### config.mk
export PLATFORM = sky130hd
export DESIGN_NAME = ccu_snoop_bcast
export DESIGN_NICKNAME = d
export VERILOG_FILES = /design/src/rtl/ccu_snoop_bcast_pkg.sv /design/src/rtl/ccu_snoop_bcast_lzc.sv /design/src/rtl/ccu_snoop_bcast.sv
export SDC_FILE = /design/constraint.sdc
export NUM_CORES = 1
export LEC_CHECK = 0
export ABC_AREA = 1
export BUFFER_PORTS_ARGS = -buffer_cell sky130_fd_sc_hd__buf_4
export CAP_MARGIN = 20
export CORE_AREA = 3 3 163 165
export DETAILED_ROUTE_END_ITERATION = 6
export DIE_AREA = 0 0 166 168
export GPL_TIMING_DRIVEN = 0
export SETUP_SLACK_MARGIN = 0.5
export SLEW_MARGIN = 20
export SYNTH_ARGS = -nofsm -noshare
export SYNTH_HDL_FRONTEND = slang
export SYNTH_SLANG_ARGS = --single-unit
export TNS_END_PERCENT = 100
### constraint.sdc
create_clock -name clk_i -period 3.9 [get_ports clk_i]
set_input_delay 0.39 -clock clk_i [delete_from_list [all_inputs] [get_ports clk_i]]
set_output_delay 0.39 -clock clk_i [all_outputs]
set_load 0.1 [all_outputs]
### src/rtl/ccu_snoop_bcast_pkg.sv
// Shared ACE snoop channel types and CR response bit positions for the snoop
// broadcast/merge stage.
package ccu_snoop_bcast_pkg;

    localparam int unsigned AddrWidth = 32;
    localparam int unsigned DataWidth = 32;
    localparam int unsigned RespWidth = 5;

    // CRRESP bit positions: {WasUnique, IsShared, PassDirty, Error, DataTransfer}
    localparam int unsigned RespWasUnique    = 4;
    localparam int unsigned RespIsShared     = 3;
    localparam int unsigned RespPassDirty    = 2;
    localparam int unsigned RespError        = 1;
    localparam int unsigned RespDataTransfer = 0;

    typedef logic [RespWidth-1:0] crresp_t;

    typedef struct packed {
        logic [AddrWidth-1:0] addr;
        logic [3:0]           snoop;
        logic [2:0]           prot;
    } ace_ac_chan_t;

    typedef struct packed {
        logic [DataWidth-1:0] data;
        logic                 last;
    } ace_cd_chan_t;

endpackage

### src/rtl/ccu_snoop_bcast_lzc.sv
// Trailing-zero counter: index of the lowest set bit, empty_o when no bit set.
module ccu_snoop_bcast_lzc #(
    parameter int unsigned Width = 4,
    localparam int unsigned CntW = (Width > 1) ? $clog2(Width) : 1
) (
    input  logic [Width-1:0] in_i,
    output logic [CntW-1:0]  cnt_o,
    output logic             empty_o
);

    always_comb begin
        cnt_o = '0;
        for (int i = Width - 1; i >= 0; i--) begin
            if (in_i[i]) cnt_o = CntW'(i);
        end
        empty_o = ~|in_i;
    end

endmodule

### src/rtl/ccu_snoop_bcast.sv
// Forks one AC snoop to the targeted caches, OR-merges their CR responses and
// forwards a single CD burst upstream while draining the redundant ones.
module ccu_snoop_bcast
    import ccu_snoop_bcast_pkg::*;
#(
    parameter int unsigned NoMst = 4,
    parameter type ac_chan_t = ccu_snoop_bcast_pkg::ace_ac_chan_t,
    parameter type cd_chan_t = ccu_snoop_bcast_pkg::ace_cd_chan_t,
    parameter type domain_mask_t = logic [NoMst-1:0]
) (
    input  logic                  clk_i,
    input  logic                  rst_ni,
    input  logic                  ac_valid_i,
    output logic                  ac_ready_o,
    input  ac_chan_t              ac_i,
    input  domain_mask_t          domain_mask_i,
    output logic                  cr_valid_o,
    input  logic                  cr_ready_i,
    output crresp_t               cr_resp_o,
    output logic                  cd_valid_o,
    input  logic                  cd_ready_i,
    output cd_chan_t              cd_o,
    output logic [NoMst-1:0]      mst_ac_valid_o,
    input  logic [NoMst-1:0]      mst_ac_ready_i,
    output ac_chan_t [NoMst-1:0]  mst_ac_o,
    input  logic [NoMst-1:0]      mst_cr_valid_i,
    output logic [NoMst-1:0]      mst_cr_ready_o,
    input  crresp_t [NoMst-1:0]   mst_cr_resp_i,
    input  logic [NoMst-1:0]      mst_cd_valid_i,
    output logic [NoMst-1:0]      mst_cd_ready_o,
    input  cd_chan_t [NoMst-1:0]  mst_cd_i
);

    localparam logic [1:0] StIdle  = 2'd0;
    localparam logic [1:0] StSnoop = 2'd1;
    localparam logic [1:0] StResp  = 2'd2;
    localparam logic [1:0] StData  = 2'd3;
    localparam int unsigned SelW = (NoMst > 1) ? $clog2(NoMst) : 1;

    logic [1:0]       state_d, state_q;
    ac_chan_t         ac_d, ac_q;
    logic [NoMst-1:0] mask_d, mask_q;
    logic [NoMst-1:0] ac_done_d, ac_done_q;
    logic [NoMst-1:0] cr_done_d, cr_done_q;
    logic [NoMst-1:0] dt_d, dt_q;
    logic [NoMst-1:0] cd_done_d, cd_done_q;
    crresp_t          resp_d, resp_q;
    logic [SelW-1:0]  sel_d, sel_q, sel_nxt;
    logic             sel_empty;

    logic [NoMst-1:0] ac_hs, cr_hs, cd_hs, cr_dt, cd_last, dt_snoop;
    logic             in_snoop, in_data, drain_ph;

    assign in_snoop = (state_q == StSnoop);
    assign in_data  = (state_q == StData);
    assign drain_ph = (state_q == StResp) || in_data;

    assign ac_ready_o     = (state_q == StIdle);
    assign cr_valid_o     = (state_q == StResp);
    assign cr_resp_o      = resp_q;
    assign mst_ac_o       = {NoMst{ac_q}};
    // CR ready follows the registered ac_done, so a CR never lands with its own AC.
    assign mst_ac_valid_o = in_snoop ? (mask_q & ~ac_done_q) : '0;
    assign mst_cr_ready_o = in_snoop ? (ac_done_q & ~cr_done_q) : '0;

    assign ac_hs    = mst_ac_valid_o & mst_ac_ready_i;
    assign cr_hs    = mst_cr_valid_i & mst_cr_ready_o;
    assign cd_hs    = mst_cd_valid_i & mst_cd_ready_o;
    assign dt_snoop = dt_q | (cr_hs & cr_dt);

    always_comb begin
        for (int i = 0; i < NoMst; i++) begin
            cr_dt[i]   = mst_cr_resp_i[i][RespDataTransfer];
            cd_last[i] = mst_cd_i[i].last;
        end
    end

    ccu_snoop_bcast_lzc #(.Width(NoMst)) i_lzc (
        .in_i    (dt_snoop),
        .cnt_o   (sel_nxt),
        .empty_o (sel_empty)
    );

    // Redundant data holders are drained from SNOOP exit; the selected one is a pure pass-through.
    always_comb begin
        mst_cd_ready_o = '0;
        if (drain_ph) mst_cd_ready_o = dt_q & ~cd_done_q;
        mst_cd_ready_o[sel_q] = in_data && cd_ready_i && !cd_done_q[sel_q];
        cd_valid_o = in_data && mst_cd_valid_i[sel_q] && !cd_done_q[sel_q];
        cd_o       = mst_cd_i[sel_q];
    end

    always_comb begin
        state_d   = state_q;
        ac_d      = ac_q;
        mask_d    = mask_q;
        ac_done_d = ac_done_q;
        cr_done_d = cr_done_q;
        dt_d      = dt_q;
        cd_done_d = cd_done_q;
        resp_d    = resp_q;
        sel_d     = sel_q;
        case (state_q)
            StIdle: begin
                if (ac_valid_i) begin
                    ac_d      = ac_i;
                    mask_d    = domain_mask_i;
                    ac_done_d = '0;
                    cr_done_d = '0;
                    dt_d      = '0;
                    cd_done_d = '0;
                    resp_d    = '0;
                    sel_d     = '0;
                    state_d   = (domain_mask_i == '0) ? StResp : StSnoop;
                end
            end
            StSnoop: begin
                ac_done_d = ac_done_q | ac_hs;
                cr_done_d = cr_done_q | cr_hs;
                dt_d      = dt_snoop;
                for (int i = 0; i < NoMst; i++) begin
                    if (cr_hs[i]) resp_d = resp_d | mst_cr_resp_i[i];
                end
                if (cr_done_d == mask_q) begin
                    state_d                  = StResp;
                    sel_d                    = sel_nxt;
                    resp_d[RespDataTransfer] = !sel_empty;
                end
            end
            StResp: begin
                cd_done_d = cd_done_q | (cd_hs & cd_last);
                if (cr_ready_i) state_d = (dt_q == '0) ? StIdle : StData;
            end
            default: begin
                cd_done_d = cd_done_q | (cd_hs & cd_last);
                if (cd_done_d == dt_q) state_d = StIdle;
            end
        endcase
    end

    always_ff @(posedge clk_i or negedge rst_ni) begin
        if (!rst_ni) begin
            state_q   <= StIdle;
            ac_q      <= '0;
            mask_q    <= '0;
            ac_done_q <= '0;
            cr_done_q <= '0;
            dt_q      <= '0;
            cd_done_q <= '0;
            resp_q    <= '0;
            sel_q     <= '0;
        end else begin
            state_q   <= state_d;
            ac_q      <= ac_d;
            mask_q    <= mask_d;
            ac_done_q <= ac_done_d;
            cr_done_q <= cr_done_d;
            dt_q      <= dt_d;
            cd_done_q <= cd_done_d;
            resp_q    <= resp_d;
            sel_q     <= sel_d;
        end
    end

endmodule
## Word-level counts from Yosys, hierarchy flattened

Cells that the tools add are included.

- Register bits: 68
- Word-level logic and storage cells: 100
- Input port bits: 212
- Output and inout bits: 209

- Bitwise operators: 20
- Equal/unequal tests: 8
- Mux-type cells: 41
- Magnitude comparators: 2
- Reductions and logical operators: 18

Operator list:

| operator | number |
|---|---|
| 33-bit binary-select mux with 2-bit select | 1 |
| 5-bit 2-to-1 mux | 8 |
| 33-bit 2-to-1 mux | 1 |
| 4-bit AND | 8 |
| 4-bit case mux with 2 select lines | 4 |
| 2-bit 2-to-1 mux | 12 |
| 5-bit OR | 4 |
| 4-bit 2-to-1 mux | 4 |
| 4-bit OR | 4 |
| 4-bit NOT | 3 |
| 5-bit case mux with 2 select lines | 1 |
| 4-bit == test | 2 |
| 4-bit logical NOT | 2 |
| 2-bit case mux with 3 select lines | 1 |
| 2-bit AND reduction | 3 |
| 1-bit logical AND | 5 |
| 1-bit binary-select mux with 2-bit select | 2 |
| 4-bit bitwise mux | 1 |
| 2-bit == test, second input constant | 2 |
| 1-bit 2-to-1 mux | 4 |
| 2-bit by 1-bit != test with 1-bit output, second input constant | 2 |
| 2-bit case mux with 2 select lines | 1 |
| 4-bit AND reduction | 1 |
| 4-bit nonzero test | 1 |
| other kinds (12) | 12 |

## Longest topological paths before layout

- Depth after elaboration: 16
- Depth in mapped cells: 17
- Depth with buffers taken out: 17

## By module

From an unflattened synthesis, not the netlist that was laid out.

- Cell total of the unflattened synthesis: 680
- Area total of the unflattened synthesis: 4,977.3 um^2

Modules (own cells, without submodules):

| module | cells each | seq. area each (um^2) | area an instance (um^2) | times used |
|---|---|---|---|---|
| ccu_snoop_bcast | 672 | 1,701.6 | 4,942.2 | 1 |
| ccu_snoop_bcast_lzc | 8 | 0.0 | 35.0 | 1 |

## Least setup slack after synthesis

Ideal clock, no wire load.

- Path kind: reg2out
- Start: register sel_q[1]
- End: output mst_cd_ready_o[0]
- Arrival time: 2,993 ps
- Stages on the path, launching flop included: 5
- Setup slack: 517 ps
- Required time: 3,510 ps
- Buffers on the path: 2
- Cell sequence: dfrtp_1 > buf_2 > nor2_1 > clkbuf_1 > a21boi_0

- Word-level cells in the longest chain between the ends: 5
- Elaborated cells on any way between the ends: 10
- Those cells by class: 2 x order compare; 5 x mux; 3 x reduce/logical

Ends and longest elaborated chain:

| what | line | RTL |
|---|---|---|
| from (decl) | ccu_snoop_bcast.sv:48 | `logic [SelW-1:0] sel_d, sel_q, sel_nxt;` |
| from (signal assigned) | ccu_snoop_bcast.sv:161 | `sel_q <= sel_d;` |
| 2-bit by 3-bit less-than comparator with 1-bit output (implied by the code), or another cell as far along | ccu_snoop_bcast.sv:88 | `mst_cd_ready_o[sel_q] = in_data && cd_ready_i && !cd_done_q[sel_q];` |
| 1-bit logical AND or 1-bit 2-to-1 mux (tied branches) | ccu_snoop_bcast.sv:88 |  |
| 1-bit 2-to-1 mux (implied by the code) or 1-bit logical NOT (tied branches) | ccu_snoop_bcast.sv:88 |  |
| 1-bit demux with 2-bit select or 1-bit logical AND (tied branches) | ccu_snoop_bcast.sv:88 |  |
| 4-bit bitwise mux (*) | ccu_snoop_bcast.sv:88 |  |
| to (decl) | ccu_snoop_bcast.sv:30 | `output logic [NoMst-1:0] mst_cd_ready_o,` |

Mark *: on every way between the ends. The rest lies on a longest branch, timed or not. The select of a mux whose other input is x is not followed.

==> results.toml <==
[outcome]
status = "finished, final reports clean"

[setup_path]
critPathArrivalTime_ns = 2.57
slowest_stage = "nor2_1"
r2r-end = "mst_ac_o[11]"
crit_buf_inv = 3
max_stage_delay_ns = 0.57
cp_max_fo = 10
startpoint = "sel_q[1]"
reg2reg_depth = 9
path_depth = 6
critical_path_required_ns = 3.51
cp-start-kind = "register"
criticalPathCategory = "register to output port"
reg2reg_from = "state_q[1]"
worst_setup_path_end_kind = "output port"
crit_family = "buffers and inverters"
crit_chain = "buf_2, nor2_1, clkbuf_1, a22oi_1, nand2_1, buf_4"
rrSetupSlack_ns = 1.84

[cts]
cts_buffers = 9
cts-root-buf = "clkbuf_16"
cts-resized-gates = 0
clk_pin_slew_ns = 0.06
htree_levels = 3
cts_hold_buf = 0
cts_tree = "built"
cts.sinks = 68
clkLatencyLatePin_ns = 0.33
clock_path_buffers = 2
cts_setup_buffers = 0

[drt]
drc = 0
drtIter0Drc = 238
first_pass_iters = 5
vias = 6106
viasPerCell = 4.20
ant_nets = 0
drt_wl_total_mm = 24.9
wl_per_cell_um = 17.1

[timing]
finClkSkew_ns = 0.00567
worstMarginPinSlew_ns = 0.885
holdWs_ns = 0.172
finalSetupTns_ns = 0
drv_slew = 0
fin_crit_sh = 0.758
hold_viol = 0
setup_violations = 0
min_period_ns = 2.96
relSlewSlack = 0.410
fmax_mhz = 338
rsz0062_at_grt = "no"

[logic_synthesis]
ys_types = 35
yosysSeqAreaShare = 0.343
synthFlopType = "dfrtp_1"
syn_nets = 890
postSynthAreaPerCell_um2 = 7.32
async_reset_ff_frac = 1.00
synth_cells = 678
synth_edf_count = 0
yosys_warnings = 0
synthesis.area_um2 = 4960
synth-seq-cells = 68

[finish]
final_cell_mix = "buf_4 (537), nand2_1 (232), dfrtp_1 (68)"
drive_gt1_frac = 0.527
layout.cells.non_filler = 1453
multi_input_area_um2 = 2080
seqCellArea_um2 = 1700
mostFrequentLayoutCell = "buf_4"
fin_nets = 1321
syn2layout_area_growth_pct = 79.1
fin_util = 0.353
fill_cells = 2723

[grt]
grt_pass1_vias = 6321
overflow = 0
grt_pass1_wl_mm = 36.8
antenna_found_initial = 8
grt_util_all_layers = 0.171
grt_start_max_net_pins = 69

[floorplanning]
ioPinCount = 421
start_util = 0.197
die-height_um = 168
die_area_um2 = 27900
rows = 58
core_area_um2 = 25200
die_x_um = 166

[min_path]
min_path_type = "input port to asynchronous set/reset pin"

[placed_design]
hpwlAfterDp_mm = 21.1
portBuffers = 420
gp_congestion = 0.912
place_inst = 1428

[flow_run]
max-cap-violations = 0
[cells by family (layout without fill, tap and decap cells)]
kind of cell	count (synthesis)	after routing	share of synthesized area
AND/OR/NAND/NOR	298	298	0.258
buffers and inverters	193	629	0.238
AO/OA/AOI/OAI	115	115	0.154
flip-flops	68	68	0.343
XOR/XNOR	4	4	0.00706
other	0	9	0
[cells in the mapped netlist (3+ instances only)]
library cell	number	area [um2]
o21ai_0	20	100
buf_2	7	35.0
nand2_1	232	871
nor2_2	3	18.8
nand3_2	4	40.0
nand2_2	8	50.1
clkbuf_1	18	67.6
buf_4	117	878
inv_1	46	173
a22oi_1	62	465
o22ai_1	5	31.3
nand3_1	26	130
nor3_1	3	15.0
nor2_1	11	41.3
o21ai_1	4	20.0
dfrtp_1	68	1700
o211ai_1	3	22.5
a21oi_1	14	70.1
[metrics by stage]
step	worst slack, ns	instance area (um2)
after floorplan	0.517	4960
after global placement	1.37	8530
after detailed placement	1.34	8530
after CTS	0.970	8860
after global routing	0.822	8880
final	0.944	8880
[layout make-up]
type | instances | share of cell area
clock buffers | 10 | 0.0269
flip-flops and latches | 68 | 0.192
plain buffers | 143 | 0.112
well taps | 330 | 0.0465
diodes | 9 | 0.00254
inverters | 50 | 0.0214
clock inverters | 6 | 0.0106
multi-input cells | 417 | 0.234
repair buffers | 420 | 0.355
[flip-flops by register name (all words and copies together) (netlist names)]
signal,flops
cr_resp_o,5
state_q,2
sel_q,2
cd_done_q,4
mst_ac_o,39
mask_q,4
dt_q,4
cr_done_q,4
ac_done_q,4
[metal layers]
metal / GRT usage / wire, um / up-vias
met2: 0.315 / 12900 / 313
li1: - / - / 2967
met1: 0.171 / 8670 / 2785
met5: 0 / 0 / -
met4: 0.0868 / 1160 / 0
met3: 0.0566 / 2140 / 41
[worst max-delay path by stage]
stage / end / slack, ns
2_1_floorplan: mst_cd_ready_o[0] / 0.52
3_3_place_gp: cd_o[22] / 1.37
3_5_place_dp: cd_o[22] / 1.34
4_1_cts: cd_o[22] / 0.97
5_1_grt: cd_o[28] / 0.82
6_report: cd_o[28] / 0.94
Power is not shown: default switching activity piles up to over one toggle a cycle in this logic, so the estimate is an artifact.
